### config.mk
export PLATFORM = sky130hd
export DESIGN_NAME = mem_dot_seq
export DESIGN_NICKNAME = d
export VERILOG_FILES = /design/src/rtl/mem_dot_seq.sv
export SDC_FILE = /design/constraint.sdc
export NUM_CORES = 1
export LEC_CHECK = 0
export BUFFER_PORTS_ARGS = -buffer_cell sky130_fd_sc_hd__buf_2
export CELL_PAD_IN_SITES_DETAIL_PLACEMENT = 0
export CELL_PAD_IN_SITES_GLOBAL_PLACEMENT = 1
export CORE_MARGIN = 8
export CORE_UTILIZATION = 49
export DETAILED_ROUTE_END_ITERATION = 10
export GPL_ROUTABILITY_DRIVEN = 0
export PLACE_DENSITY = 0.82
export SLEW_MARGIN = 20
export SYNTH_ARGS = -nofsm -noshare
export SYNTH_HDL_FRONTEND = slang
export SYNTH_SLANG_ARGS = --single-unit
### constraint.sdc
create_clock -name clk -period 11.82 [get_ports clk]
set_input_delay 1.182 -clock clk [delete_from_list [all_inputs] [get_ports clk]]
set_output_delay 1.182 -clock clk [all_outputs]
set_load 0.03 [all_outputs]
### src/rtl/mem_dot_seq.sv
// Dot-product sequencer over a dual-read / single-write scratch memory.
// Define MEM_DOT_SEQ_RELU_EN to clamp negative results to zero on write-back.
module mem_dot_seq #(
  parameter int ADDR_WIDTH = 4,
  parameter int DATA_WIDTH = 16,
  parameter int FRAC_BITS  = 8
) (
  input  logic                  clk,
  input  logic                  rst_n,
  input  logic                  start,
  input  logic [ADDR_WIDTH-1:0] a_base,
  input  logic [ADDR_WIDTH-1:0] b_base,
  input  logic [ADDR_WIDTH-1:0] dst_addr,
  input  logic [ADDR_WIDTH:0]   len,
  output logic                  busy,
  output logic                  done,
  output logic [ADDR_WIDTH-1:0] read_addr_1,
  output logic [ADDR_WIDTH-1:0] read_addr_2,
  input  logic [DATA_WIDTH-1:0] read_data_1,
  input  logic [DATA_WIDTH-1:0] read_data_2,
  output logic                  write_en,
  output logic [ADDR_WIDTH-1:0] write_addr,
  output logic [DATA_WIDTH-1:0] write_data
);

  localparam int ACC_W = 2*DATA_WIDTH + ADDR_WIDTH + 1;
  localparam int LEN_W = ADDR_WIDTH + 1;
  localparam logic [LEN_W-1:0] MAX_LEN = {1'b1, {ADDR_WIDTH{1'b0}}};

  typedef enum logic [1:0] {S_IDLE, S_RUN, S_WRITE, S_DONE} state_t;

  state_t                   state_q;
  logic [ADDR_WIDTH-1:0]    a_base_q, b_base_q, dst_q;
  logic [ADDR_WIDTH-1:0]    rd1_q, rd2_q, waddr_q;
  logic [LEN_W-1:0]         len_q, idx_q, idx_d, len_eff;
  logic signed [ACC_W-1:0]  acc_q, acc_d;
  logic signed [2*DATA_WIDTH-1:0] prod;
  logic signed [DATA_WIDTH-1:0]   wdata_q;
  logic                     busy_q, done_q, wen_q, last;

  // Arithmetic shift floors toward minus infinity before clamping.
  function automatic logic signed [DATA_WIDTH-1:0] sat_f(input logic signed [ACC_W-1:0] v);
    logic signed [ACC_W-1:0] sh, hi, lo;
    sh = v >>> FRAC_BITS;
    hi = {{(ACC_W-DATA_WIDTH+1){1'b0}}, {(DATA_WIDTH-1){1'b1}}};
    lo = {{(ACC_W-DATA_WIDTH+1){1'b1}}, {(DATA_WIDTH-1){1'b0}}};
    if (sh > hi)      return {1'b0, {(DATA_WIDTH-1){1'b1}}};
    else if (sh < lo) return {1'b1, {(DATA_WIDTH-1){1'b0}}};
    else              return sh[DATA_WIDTH-1:0];
  endfunction

  function automatic logic signed [DATA_WIDTH-1:0] result_f(input logic signed [ACC_W-1:0] v);
    logic signed [DATA_WIDTH-1:0] s;
    s = sat_f(v);
`ifdef MEM_DOT_SEQ_RELU_EN
    if (s[DATA_WIDTH-1]) s = '0;
`endif
    return s;
  endfunction

  always_comb begin
    len_eff = (len > MAX_LEN) ? MAX_LEN : len;
    prod    = $signed(read_data_1) * $signed(read_data_2);
    acc_d   = acc_q + {{(ACC_W-2*DATA_WIDTH){prod[2*DATA_WIDTH-1]}}, prod};
    idx_d   = idx_q + LEN_W'(1);
    last    = (idx_q == len_q - LEN_W'(1));
  end

  always_ff @(posedge clk) begin
    if (!rst_n) begin
      state_q  <= S_IDLE;
      a_base_q <= '0;
      b_base_q <= '0;
      dst_q    <= '0;
      len_q    <= '0;
      idx_q    <= '0;
      acc_q    <= '0;
      rd1_q    <= '0;
      rd2_q    <= '0;
      waddr_q  <= '0;
      wdata_q  <= '0;
      busy_q   <= 1'b0;
      done_q   <= 1'b0;
      wen_q    <= 1'b0;
    end else begin
      case (state_q)
        S_IDLE: begin
          done_q <= 1'b0;
          wen_q  <= 1'b0;
          if (start) begin
            a_base_q <= a_base;
            b_base_q <= b_base;
            dst_q    <= dst_addr;
            len_q    <= len_eff;
            acc_q    <= '0;
            idx_q    <= '0;
            busy_q   <= 1'b1;
            if (len_eff != '0) begin
              state_q <= S_RUN;
              rd1_q   <= a_base;
              rd2_q   <= b_base;
            end else begin
              // Empty job: go straight to write-back with a zero result.
              state_q <= S_WRITE;
              wen_q   <= 1'b1;
              waddr_q <= dst_addr;
              wdata_q <= '0;
            end
          end
        end
        S_RUN: begin
          acc_q <= acc_d;
          idx_q <= idx_d;
          if (last) begin
            state_q <= S_WRITE;
            wen_q   <= 1'b1;
            waddr_q <= dst_q;
            wdata_q <= result_f(acc_d);
          end else begin
            rd1_q <= a_base_q + idx_d[ADDR_WIDTH-1:0];
            rd2_q <= b_base_q + idx_d[ADDR_WIDTH-1:0];
          end
        end
        S_WRITE: begin
          state_q <= S_DONE;
          wen_q   <= 1'b0;
          done_q  <= 1'b1;
        end
        default: begin
          state_q <= S_IDLE;
          done_q  <= 1'b0;
          busy_q  <= 1'b0;
        end
      endcase
    end
  end

  assign busy        = busy_q;
  assign done        = done_q;
  assign read_addr_1 = rd1_q;
  assign read_addr_2 = rd2_q;
  assign write_en    = wen_q;
  assign write_addr  = waddr_q;
  assign write_data  = wdata_q;

endmodule

Word-level counts from Yosys, hierarchy flattened
Index checks and enable logic that the tools add are counted.
W data, S select, Z words.
Word-level totals
  register bits: 92
  output and inout bits: 31
Cells by class
  $add $sub $neg: 5
  multipliers: 1
  order comparisons: 3
  equality and inequality tests: 8
  mux-type cells: 34
  bitwise operators: 1
  reduce and logical (&&, ||, !) cells: 12
Operators by type and width (number)
  $mux W16: 5
  $pmux W37 S2: 1
  $add A37 B37 Y37: 1
  $mux W37: 1
  $mux W4: 9
  $mul A16 B16 Y32: 1
  $pmux W16 S2: 1
  $gt A29 B16 Y1 const B: 1
  $lt A29 B16 Y1 const B: 1
  $pmux W4 S2: 3
  $mux W5: 2
  $ne A2 B2 Y1 const B: 5
  $pmux W5 S2: 1
  $reduce_and A2 Y1: 5
  $add A4 B4 Y4: 2
  $reduce_and A4 Y1: 2
  $mux W2: 3
  $pmux W2 S3: 1
  $add A5 B1 Y5 const B: 1
  $eq A5 B5 Y1: 1
  $gt A5 B5 Y1 const B: 1
  $reduce_bool A5 Y1: 1
  $sub A5 B1 Y5 const B: 1
  $mux W1: 4
  9 further kinds: 10

Longest topological paths before layout
  word-level depth: 7
  gate-level depth with buffers: 40

Least setup slack after synthesis
OpenSTA, ideal clock, no wires.
  kind: input port to flip-flop
  start point: input read_data_2[1]
  end point: register wdata_q[11], in the netlist write_data[11]
  setup time: 0.117 ns
  data arrival time: 9.500 ns
  slack: 2.203 ns
  cell stages on the path: 36
  buffers on the path: 3
  cells stage by stage: clkbuf_1 > nand2_1 > inv_1 > fa_1 > inv_1 > fa_1 > inv_1 > fa_1 > fa_1 > fa_1 > inv_1 > fa_1 > inv_1 > ha_1 > nand2_1 > or3_1 > nor3b_1 > nor2_1 > a21oi_1 > and2_1 > o21ai_0 > nor2b_1 > xnor2_1 > ha_1 > clkbuf_1 > a21o_1 > a21o_1 > a211oi_1 > a21oi_2 > or3_1 > a211oi_1 > nand3_1 > nor4b_4 > buf_4 > nand2_1 > a22o_1
Between the ends
  longest elaborated chain between the ends: 7
  elaborated cells between the ends (all ways): 8
RTL lines
  start: declaration: line 20  | input logic [DATA_WIDTH-1:0] read_data_2,
  $mul A16 B16 Y32 *: line 63  | prod = $signed(read_data_1) * $signed(read_data_2);
  $add A37 B37 Y37 *: line 64  | acc_d = acc_q + {{(ACC_W-2*DATA_WIDTH){prod[2*DATA_WIDTH-1]}}, prod};
  $lt A29 B16 Y1: line 48  | else if (sh < lo) return {1'b1, {(DATA_WIDTH-1){1'b0}}};
  $mux W16: line 48
  $mux W16 *: line 47  | if (sh > hi) return {1'b0, {(DATA_WIDTH-1){1'b1}}};
  $mux W16 *: line 114  | if (last) begin
  $pmux W16 S2 *: line 86  | case (state_q)
  end signal: assignment: line 118  | wdata_q <= result_f(acc_d);
  end: declaration: line 38  | logic signed [DATA_WIDTH-1:0] wdata_q;
Every way passes the cells marked *; elsewhere a longest branch is shown, timed or not. The select of a mux whose other input is x is not followed.
A chain may end at the register's enable or synchronous reset.

Worst setup path after layout
  start point: input read_data_2[1]
  end point: register wdata_q[0], in the netlist write_data[0]
The elaborated chain is that of the path after synthesis.

==> run metrics <==
Via Count=12200; largest area contributor in the netlist=fa_1; Mapped Cells=around 1900; Max-Cap Viols=0; Final Cycle Share=0.868; initial core utilization=0.494; first-pass GRT wire length=about 65 mm; flops & latches, synth=92; Routed WL per cell=16.1 µm; CORE AREA=32400 µm²; total clock sinks=92; nets=2324; Crit Path Class=primary input to flip-flop; post-synth top area share=0.332; Max Slew Vio Count=0; count of final setup violators=0; crit path DAT=10550 ps; prevailing post-synth register cell=dfxtp_1; Worst-Skew Late Latency=350 ps; CP Launch Type=primary input; outcome=finished, final reports clean; Post-CTS Setup Bufs=0; Required @ worst endpoint=~12000 ps; GR Util All Layers=0.203; sequential area share after synthesis=0.115; die area=38700 µm²; Avg Cell Area, Syn=8.64 µm²; Post-synth ARST share=0; filler cell count=3157; clock-pin slew on the worst setup and hold paths=70 ps; post-synthesis instance area=16000 µm²; DRT iter0 DRCs=606; setup TNS=0 ps; H-tree depth=3; Crit. End Element=flip-flop; most used cell, CP=fa_1; CTS max path bufs=2; initial antenna violation count=1; antenna-violating nets left=0; area growth from synthesis to layout=6.53%; yosys warns=0; Die Height=197 µm; Post-CTS Resized=0; vias in the first global route=12700; final hold violations=0; minimum clock period=10260 ps; drt drc=0; synth top area cells=fa_1 (33%), dfxtp_1 (12%), ha_1 (10%); Crit Path Max Fanout=16; ant diodes=0; CTS Root Cell=clkbuf_16; EDFF count, synth=0; post-DP HPWL=30.3 mm; Worst-Margin Slew=approximately 950 ps; FP Rows=between 60 and 70; Top-Level Pins=between 80 and 90; Largest stage delay, worst path=680 ps; die width=197 µm; RSZ-0062 raised after global routing=no; CTS Buf Count=9; final WL=roughly 37 mm; largest net degree at the start of global routing=78; Crit-path slowest cell=fa_1; remaining global-route overflow=0; # hold bufs at CTS=0; Fmax=between 0.09 and 0.1 GHz; input/output buffers=82; Min-Delay Path Class=flip-flop to flip-flop; vias per cell=5.25; Multi-input gate area=12600 µm²; post-synth cell types=73; CTS tree=yes; final clock skew=14.5 ps; drt pass-1 iters=4; Slew Limit Headroom=0.366; sequential cell area=roughly 1800 µm²; fraction of final layout cells sized beyond drive strength 1=0.0632; syn nets=2298
worst paths after layout:
kind / slack [ps] / from / cells after the start / end
hold / removal: 440 / write_data[15] / 2 / write_data[15]
hold reg to reg: 440 / write_data[15] / 2 / write_data[15]
setup / recovery: 1560 / read_data_2[1] / 34 / write_data[0]
setup reg to reg: 7250 / acc_q[0] / 15 / write_data[0]
sequential cells by signal, summed over array words and instances, names as in the netlist:
register     flops
busy             1
dst_q            4
state_q          2
len_q            5
write_addr       4
write_en         1
write_data      16
idx_q            5
acc_q           37
read_addr_2      4
b_base_q         4
a_base_q         4
read_addr_1      4
done             1
logic make-up after synthesis:
family / share of synthesized area
xor gates and xnor gates: 0.0442
muxes: 0.00876
DFF: 0.115
and+or+nand+nor: 0.176
buffers and inverters: 0.0985
adders and majority gates: 0.434
AOI/OAI and AO/OA: 0.124
cells in the mapped netlist, drive strengths merged, types with 4 or more instances:
cell	instances
inv	342
fa	265
nand2	221
and2	148
ha	130
dfxtp	92
a21oi	69
clkbuf	69
nor2	66
xnor2	50
o21ai	46
nor2b	42
a21o	28
xor2	28
a21boi	21
nand3	18
nor3	18
o22ai	17
a22oi	16
a22o	15
nand2b	15
mux2i	14
o21a	10
a211oi	8
o21bai	8
a31oi	7
nor3b	6
o211a	6
o31ai	6
and3	5
a41o	4
buf	4
nand4	4
nor4b	4
o311ai	4
or2	4
metal layers:
metal / wire (µm) / global-route usage / up-vias
met5: 26 / 0 / -
met4: 400 / 0.0334 / 2
met3: 1690 / 0.0281 / 26
met2: 17200 / 0.325 / 242
met1: 18200 / 0.295 / 6021
li1: - / - / 5901
critical path, delay by kind of cell:
kind / cells / cell delay (ps)
AOI/OAI and AO/OA: 8 / 2330
xor gates and xnor gates: 1 / 130
adders and majority gates: 8 / 3940
buffers and inverters: 6 / 610
and+or+nand+nor: 11 / 2320
area by class of cell:
type / instances / area share
well taps: 442 / 0.0325
clock inverters: 6 / 0.00382
multi-input cells: 1343 / 0.739
clock buffers: 10 / 0.0140
flip-flops and latches: 92 / 0.108
repair buffers: 88 / 0.0267
inverters: 343 / 0.0756
per-stage QoR:
stage                     hold slack [ps]  std cells  setup slack, ps  utilization  instance area (µm²)
after CTS                             440       2324             1550        0.526                17000
after global routing                  448       2324              788        0.526                17000
final                                 435       2324             1560        0.526                17000
after floorplan                       443       1851             2200            -                16000
after detailed placement              431       2308             1210        0.517                16700
after global placement                426       2308             1300        0.517                16700
cells in the final DEF (no fill, tap or decap), drive strengths merged, types with 7 or more instances in the layout:
| cell | synthesis | routed |
|---|---|---|
| nor3 | 18 | 18 |
| a22oi | 16 | 16 |
| a21boi | 21 | 21 |
| nand2 | 221 | 221 |
| fa | 265 | 265 |
| a21oi | 69 | 69 |
| and2 | 148 | 148 |
| a211oi | 8 | 8 |
| xnor2 | 50 | 50 |
| clkbuf | 69 | 10 |
| a22o | 15 | 15 |
| a31oi | 7 | 7 |
| buf | 4 | 88 |
| nand2b | 15 | 15 |
| inv | 342 | 345 |
| nor2 | 66 | 66 |
| mux2i | 14 | 14 |
| dfxtp | 92 | 92 |
| a21o | 28 | 28 |
| o21bai | 8 | 8 |
| o22ai | 17 | 17 |
| o21ai | 46 | 46 |
| ha | 130 | 130 |
| xor2 | 28 | 28 |
| o21a | 10 | 10 |
| nor2b | 42 | 42 |
| nand3 | 18 | 18 |
Power is not shown: default switching activity piles up to over one toggle a cycle in this logic, so the estimate is an artifact.
